## config.mk

```make
export PLATFORM = sky130hd
export DESIGN_NAME = data_ram_arbiter
export DESIGN_NICKNAME = d
export VERILOG_FILES = /design/src/rtl/rv_go_pkg.sv /design/src/rtl/data_ram_arbiter.sv
export SDC_FILE = /design/constraint.sdc
export NUM_CORES = 1
export LEC_CHECK = 0
export BUFFER_PORTS_ARGS = -buffer_cell sky130_fd_sc_hd__buf_2
export CAP_MARGIN = 25
export CELL_PAD_IN_SITES_DETAIL_PLACEMENT = 1
export CELL_PAD_IN_SITES_GLOBAL_PLACEMENT = 1
export CORE_AREA = 2 2 121 123
export CTS_CLUSTER_SIZE = 14
export DETAILED_ROUTE_END_ITERATION = 6
export DIE_AREA = 0 0 123 125
export MAX_ROUTING_LAYER = met4
export PLACE_DENSITY = 0.68
export SLEW_MARGIN = 20
export SYNTH_ARGS = -nofsm -noshare
export SYNTH_HDL_FRONTEND = slang
export SYNTH_SLANG_ARGS = --single-unit
```

## constraint.sdc

```tcl
create_clock -name clk -period 2.1 [get_ports clk]
set_input_delay 0 -clock clk [delete_from_list [all_inputs] [get_ports clk]]
set_output_delay 0 -clock clk [all_outputs]
set_load 0.05 [all_outputs]
```

## src/rtl/rv_go_pkg.sv

```systemverilog
// Shared definitions for the rv_go data memory path: mem_op encodings and arbiter states.
package rv_go_pkg;

  // mem_op follows the RISC-V funct3 width/sign encoding. Stores reuse the load codes.
  localparam logic [2:0] OpLb  = 3'b000;
  localparam logic [2:0] OpLh  = 3'b001;
  localparam logic [2:0] OpLw  = 3'b010;
  localparam logic [2:0] OpLbu = 3'b100;
  localparam logic [2:0] OpLhu = 3'b101;
  localparam logic [2:0] OpSb  = 3'b000;
  localparam logic [2:0] OpSh  = 3'b001;
  localparam logic [2:0] OpSw  = 3'b010;

  // Value driven on ram_op when nobody owns the RAM.
  localparam logic [2:0] OpIdle = 3'b000;

  typedef enum logic {
    StArb,
    StLocked
  } arb_state_t;

endpackage

```

## src/rtl/data_ram_arbiter.sv

```systemverilog
// Two-port arbiter in front of the single-port data RAM: core (C) has fixed priority,
// the loader/DMA port (D) gets a starvation guard and an optional burst lock.
module data_ram_arbiter
  import rv_go_pkg::*;
#(
  parameter int unsigned AW            = 32,
  parameter int unsigned DW            = 32,
  parameter int unsigned MAX_CORE_WINS = 4,
  parameter int unsigned LOCK_MAX      = 16
) (
  input  logic          clk,
  input  logic          rst,
  input  logic          core_req,
  input  logic          core_we,
  input  logic [2:0]    core_op,
  input  logic [AW-1:0] core_addr,
  input  logic [DW-1:0] core_wdata,
  output logic          core_stall,
  output logic [DW-1:0] core_rdata,
  output logic          core_rvalid,
  input  logic          dma_req,
  input  logic          dma_we,
  input  logic [2:0]    dma_op,
  input  logic [AW-1:0] dma_addr,
  input  logic [DW-1:0] dma_wdata,
  input  logic          dma_lock,
  output logic          dma_gnt,
  output logic [DW-1:0] dma_rdata,
  output logic          dma_rvalid,
  output logic          ram_wen_n,
  output logic [2:0]    ram_op,
  output logic [AW-1:0] ram_addr,
  output logic [DW-1:0] ram_din,
  input  logic [DW-1:0] ram_dout
);

  localparam int unsigned SW = $clog2(MAX_CORE_WINS + 1);
  localparam int unsigned LW = $clog2(LOCK_MAX + 1);
  localparam logic [SW-1:0] StarveMax = SW'(MAX_CORE_WINS);
  localparam logic [LW-1:0] LockMax   = LW'(LOCK_MAX);

  arb_state_t    state_q, state_d;
  logic [SW-1:0] starve_cnt_q, starve_cnt_d;
  logic [LW-1:0] lock_cnt_q, lock_cnt_d;
  logic [LW-1:0] lock_inc;
  logic [1:0]    rd_owner_q;  // {core, dma} read granted last cycle
  logic          core_gnt;

  // Grant decision; forced idle while reset is asserted.
  always_comb begin
    core_gnt = 1'b0;
    dma_gnt  = 1'b0;
    if (rst) begin
      unique case (state_q)
        StArb: begin
          if (dma_req && (!core_req || starve_cnt_q == StarveMax)) dma_gnt = 1'b1;
          else if (core_req) core_gnt = 1'b1;
        end
        StLocked: begin
          if (dma_req) dma_gnt = 1'b1;
          else if (core_req) core_gnt = 1'b1;
        end
        default: ;
      endcase
    end
  end

  // RAM port mux following the grant; idle values when nobody is granted.
  always_comb begin
    ram_wen_n = 1'b1;
    ram_op    = OpIdle;
    ram_addr  = '0;
    ram_din   = '0;
    if (core_gnt) begin
      ram_wen_n = ~core_we;
      ram_op    = core_op;
      ram_addr  = core_addr;
      ram_din   = core_wdata;
    end else if (dma_gnt) begin
      ram_wen_n = ~dma_we;
      ram_op    = dma_op;
      ram_addr  = dma_addr;
      ram_din   = dma_wdata;
    end
  end

  assign core_stall  = core_req & ~core_gnt;
  assign core_rvalid = rd_owner_q[1];
  assign dma_rvalid  = rd_owner_q[0];
  // Read data is shared; consumers qualify it with their own rvalid.
  assign core_rdata  = ram_dout;
  assign dma_rdata   = ram_dout;

  assign lock_inc = lock_cnt_q + LW'(1);

  // Next-state for the lock FSM and the starvation / lock counters.
  always_comb begin
    state_d      = state_q;
    lock_cnt_d   = lock_cnt_q;
    starve_cnt_d = starve_cnt_q;

    if (!dma_req || dma_gnt) starve_cnt_d = '0;
    else if (core_gnt && starve_cnt_q != StarveMax) starve_cnt_d = starve_cnt_q + SW'(1);

    unique case (state_q)
      StArb: begin
        // The entering grant is the first locked grant of the burst.
        if (dma_gnt && dma_lock && LOCK_MAX > 1) begin
          state_d    = StLocked;
          lock_cnt_d = LW'(1);
        end
      end
      StLocked: begin
        // The exit cycle still grants D when it requests.
        if (!dma_lock || !dma_req || lock_inc >= LockMax) begin
          state_d    = StArb;
          lock_cnt_d = '0;
        end else if (dma_gnt) begin
          lock_cnt_d = lock_inc;
        end
      end
      default: begin
        state_d    = StArb;
        lock_cnt_d = '0;
      end
    endcase
  end

  // State, counters and read-owner registers.
  always_ff @(posedge clk or negedge rst) begin
    if (!rst) begin
      state_q      <= StArb;
      starve_cnt_q <= '0;
      lock_cnt_q   <= '0;
      rd_owner_q   <= 2'b00;
    end else begin
      state_q      <= state_d;
      starve_cnt_q <= starve_cnt_d;
      lock_cnt_q   <= lock_cnt_d;
      rd_owner_q   <= {core_gnt & ~core_we, dma_gnt & ~dma_we};
    end
  end

endmodule

```

==> run summary, run 1 <==
The number of standard cells after synthesis is roughly 210. The largest net degree at the start of global routing came out at between 40 and 50. The number of standard cells in the layout, taps in and fillers out came out at around 550. The number of distinct library cells after synthesis is 32. The initial utilization of the core area, before any placement, comes to 0.131. The number of buffers added by the clock tree synthesis step is 3. The share of total power consumed by net switching is 0.432. The total number of nets in the final design came out at ~540. Of the cells placed in the final design, the portion with a size suffix greater than 1 is 0.645.

After layout, the minimum clock period comes to just over 2000 ps. The required time at the worst-slack endpoint came out at ~2100 ps. The count of standard-cell rows is between 40 and 50. The die covers between 0.015 and 0.02 mm2. Grouping stages by cell kind, the critical path spends the most delay in buffers and inverters. By area the synthesized netlist is led by sky130_fd_sc_hd__a22o_1 31%, sky130_fd_sc_hd__buf_4 26%, sky130_fd_sc_hd__dfrtp_1 15%. The total of endpoints with negative setup slack in the final report is 0. The number of hold violations in the final report came out at 0. For this run, the top clock speed supported by timing is roughly 490 MHz.

Measured against its own limit, the worst slew margin works out to 0.777. The number of max-slew violations in the final report came to 0. The area growth from synthesis to layout is 69.2%.

The number of global-route vias before repair came out at roughly 2,200. Data arrives at the worst endpoint at just over 2000 ps. The buffers plus inverters on the worst setup path is 4. Dividing the final minimum period by the clock period gives 0.968. The flip-flop cell with the highest count after synthesis is sky130_fd_sc_hd__dfrtp_1. The maximum fanout along the worst path came out at 18. The first detailed-routing pass ran for 4 iterations.

For this design the static power due to leakage is approximately 0.0016 uW. The cell area after technology mapping is 0.00186 mm2. Including well taps, the total number of placed cells is 531. The worst setup skew after layout is ~2.8 ps. The total power divided by cell area came out at 465 mW/mm2. Summing over every cut layer, the via total after detailed routing is ~2,200. The share of synthesized flip-flops with an asynchronous set or reset is 1.00.

The vertical die dimension is between 100 and 150 um. The design internal power came out at between 800 and 900 uW. The clock passes through at most 2 buffers. The highest cell delay on the worst timing path came out at 380 ps. Summed over all nets, the switching power comes to 633 uW. Clock tree synthesis selected as its root buffer the cell sky130_fd_sc_hd__clkbuf_16.

The first global-routing pass estimated 11.6 mm of wire. The quantity of I/O buffers inserted on ports is around 210. The signal on the critical path passes through inv_1, ha_2, and2_1, o21ai_1, nor2b_4, buf_12, clkbuf_16, a22o_1, buf_4. The share of synthesized area in the top cell type comes to 0.315. The antenna diode count came out at 0.

TritonCTS built the clock tree. Setup repair after global routing could not meet its margin everywhere. The synthesis warning total is 0.

The residual DRC count came out at 0. At the pin with the least slew margin, the transition time is approximately 330 ps. The placeable core region is ~0.014 mm2. The flop and latch count out of synthesis came out at 11. The relative contribution of sequential cells to total power is 0.159. The clock sink count is 11. Dividing the synthesized area by the synthesized cell count gives around 8.8 um2. The initial antenna violation count came to 0. The clock network fraction of total power is 0.243.

The slowest stage cell on the critical path is sky130_fd_sc_hd__dfrtp_1. The placer's final routability congestion estimate came out at 0.767. Summing all non-filler instances in the final layout gives an area of roughly 0.0032 mm2. The aggregate global-route resource usage is 0.0970. The H-tree depth came out at 1. The clock transition at the registers of the reported paths came out at about 50 ps. The class of the tightest hold or removal check is input port to output port. STA classifies the critical path startpoint as a flop. Setup total negative slack on the finished layout was measured at 0 ps.

The category of the critical setup timing path is flop to output port. The filler cell count is ~1,700. The biggest area consumer among synthesized cells is sky130_fd_sc_hd__a22o_1. The half-perimeter wire length after placement came out at a little under 7 mm. The worst ir drop on vdd came out at around 0.24 mV. The die is about 120 um wide. The later pin in the worst-skew pair is clocked with a latency of between 200 and 250 ps. The count of maximum capacitance violations came out at 0.

The I/O pin count came out at roughly 300. The final antenna-violating net count is 0. The critical path capture point type is an output port.

Of the total power, combinational logic draws 0.598. The run finished with clean final reports. After global routing the overflow that remains totals 0.

The number of DRC violations after detailed-routing iteration 0 came out at 112. The total nets after synthesis is about 390. Using the TritonRoute via totals, the vias-per-cell ratio works out to just over 4. The average wire length per cell after detail routing is about 17 um. The final layout contains routed wiring with a total length of 9.10 mm.

The share of the Yosys chip area taken by registers is 0.148. The count of flip-flops with a built-in enable after synthesis is 0. After detailed placement, the total cell area comes to around 0.0027 mm2.
worst paths after layout:
check                      slack, ps            end  depth (start not counted)             from
min in group asynchronous         90        state_q                          2              rst
hold / removal                  0.03  dma_rdata[25]                          0     ram_dout[25]
setup / recovery                  70    ram_addr[2]                          9  starve_cnt_q[1]
setup reg to reg                 370  lock_cnt_q[1]                          8  starve_cnt_q[1]
max in group asynchronous       1640  rd_owner_q[1]                          3              rst
hold reg to reg                  530  lock_cnt_q[4]                          1    lock_cnt_q[4]
synth_stat cells (2+ instances only):
cell type / count
sky130_fd_sc_hd__nand2_1: 5
sky130_fd_sc_hd__nand3_1: 5
sky130_fd_sc_hd__o21ai_1: 2
sky130_fd_sc_hd__buf_6: 15
sky130_fd_sc_hd__o2bb2ai_1: 2
sky130_fd_sc_hd__ha_1: 3
sky130_fd_sc_hd__dfrtp_1: 11
sky130_fd_sc_hd__inv_1: 3
sky130_fd_sc_hd__nor3_1: 2
sky130_fd_sc_hd__a21oi_1: 6
sky130_fd_sc_hd__buf_4: 65
sky130_fd_sc_hd__and2_1: 2
sky130_fd_sc_hd__nor2b_1: 5
sky130_fd_sc_hd__a22o_1: 67
layer usage:
layer	global-route usage	wire, um	vias to the layer above
met4	0.00802	9	0
met1	0.104	3290	1071
met5	-	0	-
met2	0.184	4910	126
li1	-	-	1029
met3	0.0246	884	2
flip-flops by register name (all words and copies together) (netlist names):
register / count
lock_cnt_q: 5
rd_owner_q: 2
state_q: 1
starve_cnt_q: 3
power groups by stage:
stage	clock [uW]	combinational, uW	sequential (uW)
floorplan	0	821	238
global placement	0	771	235
detailed placement	0	782	236
CTS	369	791	233
global route	378	923	234
finish	357	876	233
area by class of cell:
cell class	instances	area, um2	share of cell area
timing repair buffer	227	1620	0.515
multi-input combinational	115	930	0.295
sequential	11	275	0.0873
tap	184	230	0.0730
clock buffer	4	78.8	0.0250
inverter	4	15.0	0.00476
logic make-up (layout without fill, tap and decap cells):
| logic type | count (synthesis) | after routing | share of synthesized area |
|---|---|---|---|
| AOI/OAI and AO/OA | 87 | 87 | 0.394 |
| adders and majority gates | 3 | 3 | 0.0201 |
| and+or+nand+nor | 23 | 23 | 0.0658 |
| buffers and inverters | 85 | 235 | 0.363 |
| DFF | 11 | 11 | 0.148 |
| xor gates and xnor gates | 2 | 2 | 0.00940 |
cells in the final DEF (no fill, tap or decap), types with 6 or more instances in the layout:
cell type and instances:
sky130_fd_sc_hd__buf_2 151, sky130_fd_sc_hd__buf_4 32, sky130_fd_sc_hd__a21oi_1 6, sky130_fd_sc_hd__a22o_1 66, sky130_fd_sc_hd__dfrtp_1 11, sky130_fd_sc_hd__buf_12 13, sky130_fd_sc_hd__clkbuf_16 6, sky130_fd_sc_hd__buf_6 20
timing repair:
| item | CTS | global route |
|---|---|---|
| resized for setup | 4 | 116 |
| gates cloned | 0 | 3 |
| hold buffers | 3 | 0 |
| pin swaps | 0 | 1 |
| setup endpoints to repair | 4 | 65 |
| endpoints found under the hold margin | 13 | 0 |
| buffers inserted | 0 | 4 |
per-stage QoR:
| stage | hold slack (ps) | power [uW] | worst slack, ps | utilization |
|---|---|---|---|---|
| 2_1_floorplan | -296 | 1060 | 83.2 | - |
| 3_3_place_gp | -193 | 1010 | 307 | 0.191 |
| 3_5_place_dp | -192 | 1020 | 238 | 0.191 |
| 4_1_cts | 0.497 | 1390 | 13.2 | 0.199 |
| 5_1_grt | 0.120 | 1530 | -32.6 | 0.222 |
| 6_report | 0.0282 | 1470 | 66.2 | 0.222 |
(Power assumes the default switching activity.)
==> run 2: changes to the inputs <==
--- a/config.mk
+++ b/config.mk
@@ -5,6 +5,7 @@
 export SDC_FILE = /design/constraint.sdc
 export NUM_CORES = 1
 export LEC_CHECK = 0
+export ABC_AREA = 1
 export BUFFER_PORTS_ARGS = -buffer_cell sky130_fd_sc_hd__buf_2
 export CAP_MARGIN = 25
 export CELL_PAD_IN_SITES_DETAIL_PLACEMENT = 1
@@ -14,7 +15,7 @@
 export DETAILED_ROUTE_END_ITERATION = 6
 export DIE_AREA = 0 0 123 125
 export MAX_ROUTING_LAYER = met4
-export PLACE_DENSITY = 0.68
+export PLACE_DENSITY = 0.74
 export SLEW_MARGIN = 20
 export SYNTH_ARGS = -nofsm -noshare
 export SYNTH_HDL_FRONTEND = slang
==> run summary, run 2 <==
The flow did not finish. The area share of fa/ha/maj cells after synthesis came out at 0.0193. The quantity of I/O buffers inserted on ports is roughly 210.

Entering global routing, the biggest net connects 39 pins. The fraction of post-synthesis cell area in the top cell type by area is 0.424. The half-perimeter wire length after placement came out at ~6.7 mm. The number of standard cells after synthesis is around 360.

The number of buffers on the longest clock path came out at 2. In this run, post-CTS repair resized a total of 0 instances. The initial standard-cell utilization of the core is 0.137.

The initial antenna violation count is 0. It got as far as 5_2_route and failed there. The synthesized-area fraction occupied by and/or/nand/nor cells came out at 0.480. The cell area after technology mapping came out at ~0.0019 mm2.

The fraction of the mapped netlist area in compound gates came out at 0.0263. The share of synthesized flip-flops with an asynchronous set or reset is 1.00. Counting the buffers created by CTS gives 3.

Of the total synthesized cell area, the portion taken by XOR and XNOR cells is 0.0135. The number of global-route vias before repair is ~2,500. The flip-flop cell with the highest count after synthesis is sky130_fd_sc_hd__dfrtp_1. The tool reported: "[ERROR DRT-0255] Maze Route cannot find path of net ram_dout[6] in worker of routeBox ( 96600 96600 ) ( 123000 125000 )". After synthesis, the largest family of logic cells by area is simple AND/OR/NAND/NOR gates.

The placer's final routability congestion estimate is about 0.74. The number of distinct library cells after synthesis came out at 17. The H-tree depth came out at 1. The multiplexer area fraction after synthesis came out at 0. During I/O placement, the number of pins put on the boundary was approximately 310. The count of flip-flops with a built-in enable after synthesis came out at 0.

The first global-routing pass estimated 11.9 mm of wire. The aggregate global-route resource usage is 0.0992. Sorting the synthesized cells by how often they occur yields 220 x sky130_fd_sc_hd__nand2_1, 66 x sky130_fd_sc_hd__buf_4, 11 x sky130_fd_sc_hd__dfrtp_1. CTS saw 11 sinks. The per-instance average area after synthesis came out at between 5 and 6 um2.

The biggest area contributor in the post-synthesis netlist is sky130_fd_sc_hd__nand2_1. Yosys instantiated no cell more often than sky130_fd_sc_hd__nand2_1. The total nets after synthesis came out at ~530.

The overall overflow remaining after global route came out at 0. After floorplanning, the core was divided into 44 placement rows. Yosys printed 0 warnings. The share of synthesized area occupied by flip-flops and latches is 0.141. The root buffer cell chosen for the clock tree is sky130_fd_sc_hd__clkbuf_16. After synthesis, the cell types taking the most area are sky130_fd_sc_hd__nand2_1 42%, sky130_fd_sc_hd__buf_4 25%, sky130_fd_sc_hd__dfrtp_1 14%. The flop and latch count out of synthesis came out at 11. From left edge to right edge, the die measures 123 um. The vertical die dimension is ~130 um.
run 2: cell types whose count changed after synthesis, moves of 6 or more:
cell / change
sky130_fd_sc_hd__buf_6: -12
sky130_fd_sc_hd__buf_2: +8
sky130_fd_sc_hd__a21oi_1: -6
sky130_fd_sc_hd__a22o_1: -67
sky130_fd_sc_hd__o21ai_0: +6
sky130_fd_sc_hd__inv_1: +6
sky130_fd_sc_hd__nand4_1: +6
sky130_fd_sc_hd__nand2_1: +215
run 2: through the flow:
step,instances,util,hold WS [ps],cell area (um2),worst slack (ps)
after floorplan,356,-,-296,1950,147
after global routing,686,0.204,0.108,2890,72.5
after global placement,679,0.196,-37.1,2780,483
after detailed placement,679,0.196,-34.6,2780,453
after CTS,686,0.204,0.499,2890,190
run 2: logic make-up after synthesis:
logic type | after synthesis
compound gates | 8
flops | 11
buf+inv | 91
fa+ha+maj | 3
xor+xnor | 3
simple gates | 240
run 2: layer usage:
| metal | GRT usage |
|---|---|
| met5 | - |
| met4 | 0.0287 |
| met3 | 0.0365 |
| met2 | 0.169 |
| met1 | 0.107 |
run 2: what timing repair did:
item | CTS | global route
buffers inserted | 0 | 0
hold buffers | 3 | 0
setup endpoints to repair | 0 | 0
hold endpoints to repair | 13 | 0
==> run 3: changes to the inputs <==
--- a/config.mk
+++ b/config.mk
@@ -8,14 +8,10 @@
 export ABC_AREA = 1
 export BUFFER_PORTS_ARGS = -buffer_cell sky130_fd_sc_hd__buf_2
 export CAP_MARGIN = 25
-export CELL_PAD_IN_SITES_DETAIL_PLACEMENT = 1
-export CELL_PAD_IN_SITES_GLOBAL_PLACEMENT = 1
 export CORE_AREA = 2 2 121 123
-export CTS_CLUSTER_SIZE = 14
 export DETAILED_ROUTE_END_ITERATION = 6
 export DIE_AREA = 0 0 123 125
-export MAX_ROUTING_LAYER = met4
-export PLACE_DENSITY = 0.74
+export PLACE_DENSITY_LB_ADDON = 0.15
 export SLEW_MARGIN = 20
 export SYNTH_ARGS = -nofsm -noshare
 export SYNTH_HDL_FRONTEND = slang
==> run summary, run 3 <==
The clock transition at the registers of the reported paths is 40 ps. The placeable core region came out at 0.0142 mm2. The buffer cell driving the clock tree root is sky130_fd_sc_hd__clkbuf_16. The half-perimeter wire length after placement is around 6 mm. The shortest period the worst path allows came out at around 1900 ps.

The most frequent standard cell in the layout excluding fill and tap cells is sky130_fd_sc_hd__nand2_1. The number of max-slew violations in the final report is 0. The flop and latch count out of synthesis came out at 11. The initial antenna violation count was 0. The share of total power consumed by net switching is 0.497.

The design internal power came out at roughly 730 uW. The final antenna-violating net count came out at 0. The flow ran to the end, and the final reports show no timing, DRC or antenna violations. Among all flip-flop cells after synthesis, the most frequent one is sky130_fd_sc_hd__dfrtp_1. The clock network fraction of total power is 0.241. The die covers roughly 0.015 mm2. The antenna diode count is 0. The number of buffers added by the clock tree synthesis step came out at 3.

The count of maximum capacitance violations is 0. The data arrival time of the worst path came out at around 1900 ps. The relative contribution of sequential cells to total power is 0.165.

The register with the most flip-flops in the layout has 5 of them. For this design the static power due to leakage is between 0.0015 and 0.002 uW. The aggregate global-route resource usage is 0.0848.

The slew at the pin closest to its max-slew limit came out at about 280 ps. The total nets after synthesis is approximately 530. The worst ir drop on vdd is approximately 0.27 mV. The fraction of post-synthesis cell area in the top cell type by area is 0.424. The path class of the tightest hold or removal check is input port to output port.

Setup repair after global routing left no endpoint under its margin. Ranked by total cell area, the synthesized netlist is headed by sky130_fd_sc_hd__nand2_1 42%, sky130_fd_sc_hd__buf_4 25%, sky130_fd_sc_hd__dfrtp_1 14%. The number of standard cells in the layout, taps in and fillers out is 686. The count of standard-cell rows came out at 44. The vias after detailed routing is 2,514. The floorplan die width is between 100 and 150 um. The count of buffers added on input and output ports is approximately 210. The maximum fanout along the worst path came out at 40. The clock sink count is 11. The placer's final routability congestion estimate is between 0.7 and 0.8. The number of buffers on the longest clock path came out at 2. By startpoint and endpoint, the worst setup path is classified as flop to output port. The per-instance average area after synthesis is 5.47 um2. TritonCTS built the clock tree. The average wire length per cell after detail routing came out at a little over 10 um.

The count of flip-flops with a built-in enable after synthesis is 0. The placed cell area is about 0.0027 mm2. The number of hold violations in the final report is 0. Adding up every negative setup slack in the final design gives 0 ps.

Entering global routing, the biggest net connects 41 pins. The vertical die dimension came out at ~130 um. At the end of the flow, the number of nets in the layout was 679. The initial utilization of the core area, before any placement, comes to 0.137. The critical path capture point type is an output port.

The first-pass GRT wire length came out at 10.6 mm. The cell area after technology mapping is approximately 0.0019 mm2. From synthesis to final layout, the design area changed by 46.4%.

In the final layout, the share of cells above drive strength 1 is 0.452. The number of post-CTS setup repair buffers came out at 0. In the final layout, the registers with the most flip-flops are lock_cnt_q x5, starve_cnt_q x3, rd_owner_q x2. The share of the Yosys chip area taken by registers is 0.141. STA classifies the critical path startpoint as a flop.

Between clock sinks in the finished design, the worst skew comes to roughly 2.2 ps. The timing-limited maximum frequency came out at 525 MHz. The commonest cells after synthesis are 220 x sky130_fd_sc_hd__nand2_1, 66 x sky130_fd_sc_hd__buf_4, 11 x sky130_fd_sc_hd__dfrtp_1. The synthesis warning total is 0. The portion of the clock cycle consumed by the worst path in the final layout is 0.907.

In the layout the commonest cells are 220 x sky130_fd_sc_hd__nand2_1, 212 x sky130_fd_sc_hd__buf_2, 11 x sky130_fd_sc_hd__dfrtp_1, 9 x sky130_fd_sc_hd__inv_1, 7 x sky130_fd_sc_hd__o21ai_0. In this run the number of H-tree levels came out at 1. The residual DRC count came out at 0. The required time at the worst-slack endpoint came out at approximately 2100 ps. The total power divided by cell area came out at between 500 and 600 mW/mm2. The overall overflow remaining after global route came out at 0. The number of distinct library cells after synthesis came out at 17. Dividing the detail-routed via count by the number of cells gives around 3.7. The clock insertion delay at the later pin of the skew report is between 200 and 250 ps. The reported net switching power came out at 721 uW. In this run the register-to-register setup slack is between 500 and 600 ps. The biggest area contributor in the post-synthesis netlist is sky130_fd_sc_hd__nand2_1. The number of DRC violations after detailed-routing iteration 0 came out at 67. The number of standard cells after synthesis is 356. Counting flops per register, the top entry is lock_cnt_q. The post-route standard cell area excluding fillers came out at approximately 0.0029 mm2. The max-slew headroom at the worst pin is 0.816. After detailed routing, the total wire length is between 7 and 8 mm. The share of synthesized flip-flops with an asynchronous set or reset is 1.00. The total of endpoints with negative setup slack in the final report came out at 0. The total instance count after detailed placement came out at 679.

The first TritonRoute pass finished after 4 iterations. The share of total power dissipated in combinational logic is 0.594. In the post-synthesis netlist, the cell with the most instances is sky130_fd_sc_hd__nand2_1. The number of global-route vias before repair came out at approximately 2,300. The filler cell count came out at approximately 1,700. The I/O pin count is between 300 and 400.
[run 3: cell counts after synthesis]
No cell type changed its count.
[run 3: worst max-delay path, cell delays in order (launching register included)]
cell	delay [ps]
sky130_fd_sc_hd__dfrtp_1	380
sky130_fd_sc_hd__inv_1	90
sky130_fd_sc_hd__ha_1	140
sky130_fd_sc_hd__nand2_1	60
sky130_fd_sc_hd__nand3_2	100
sky130_fd_sc_hd__nand2_2	110
sky130_fd_sc_hd__inv_2	120
sky130_fd_sc_hd__buf_12	210
sky130_fd_sc_hd__nand2_1	100
sky130_fd_sc_hd__nand2_1	70
sky130_fd_sc_hd__buf_2	270
[run 3: metal layers]
metal,global-route usage,vias up,wire length [um]
li1,-,1302,-
met1,0.0928,1028,2730
met2,0.158,168,3450
met3,0.0269,16,871
met4,0.0167,0,82
met5,0,-,0
[run 3: power by group through the flow]
stage,Clock [uW],Combinational [uW],Sequential [uW]
after global placement,0,866,243
after global routing,376,934,243
after detailed placement,0,865,243
after floorplan,0,901,246
final,349,861,240
after CTS,364,872,240
[run 3: path summary, 6_finish.rpt]
path                                 startpoint            end  cells past startpoint
max in group asynchronous                   rst  lock_cnt_q[3]                      3
min in group asynchronous                   rst  rd_owner_q[1]                      3
worst max register to register    lock_cnt_q[0]  lock_cnt_q[0]                      9
worst min-delay path               ram_dout[27]  dma_rdata[27]                      0
worst min register to register    lock_cnt_q[4]  lock_cnt_q[4]                      2
worst max-delay path            starve_cnt_q[0]     ram_din[9]                     10
[run 3: logic make-up after synthesis]
logic type	Yosys count	share of synthesized area
xor+xnor	3	0.0135
compound gates	8	0.0263
simple gates	240	0.480
buf+inv	91	0.320
flops	11	0.141
fa+ha+maj	3	0.0193
[run 3: repair_timing]
action | CTS | global route
resized for setup | 0 | 1
hold buffers | 3 | 0
setup endpoints to repair | 0 | 20
endpoints found under the hold margin | 13 | 0
[run 3: final cells by class]
cell class | instances | area, um2 | share of cell area
multi-input cells | 254 | 1050 | 0.368
well taps | 184 | 230 | 0.0807
flip-flops and latches | 11 | 275 | 0.0965
inverters | 13 | 48.8 | 0.0171
repair buffers | 220 | 1170 | 0.410
clock buffers | 4 | 78.8 | 0.0276
[run 3: through the flow]
step	hold slack, ps	power, uW	util	worst slack [ps]
2_1_floorplan	-296	1150	-	147
3_5_place_dp	-28.3	1110	0.193	349
5_1_grt	0.110	1550	0.201	15.1
3_3_place_gp	-26.1	1110	0.193	402
4_1_cts	0.497	1480	0.201	83.7
6_report	0.0269	1450	0.201	196
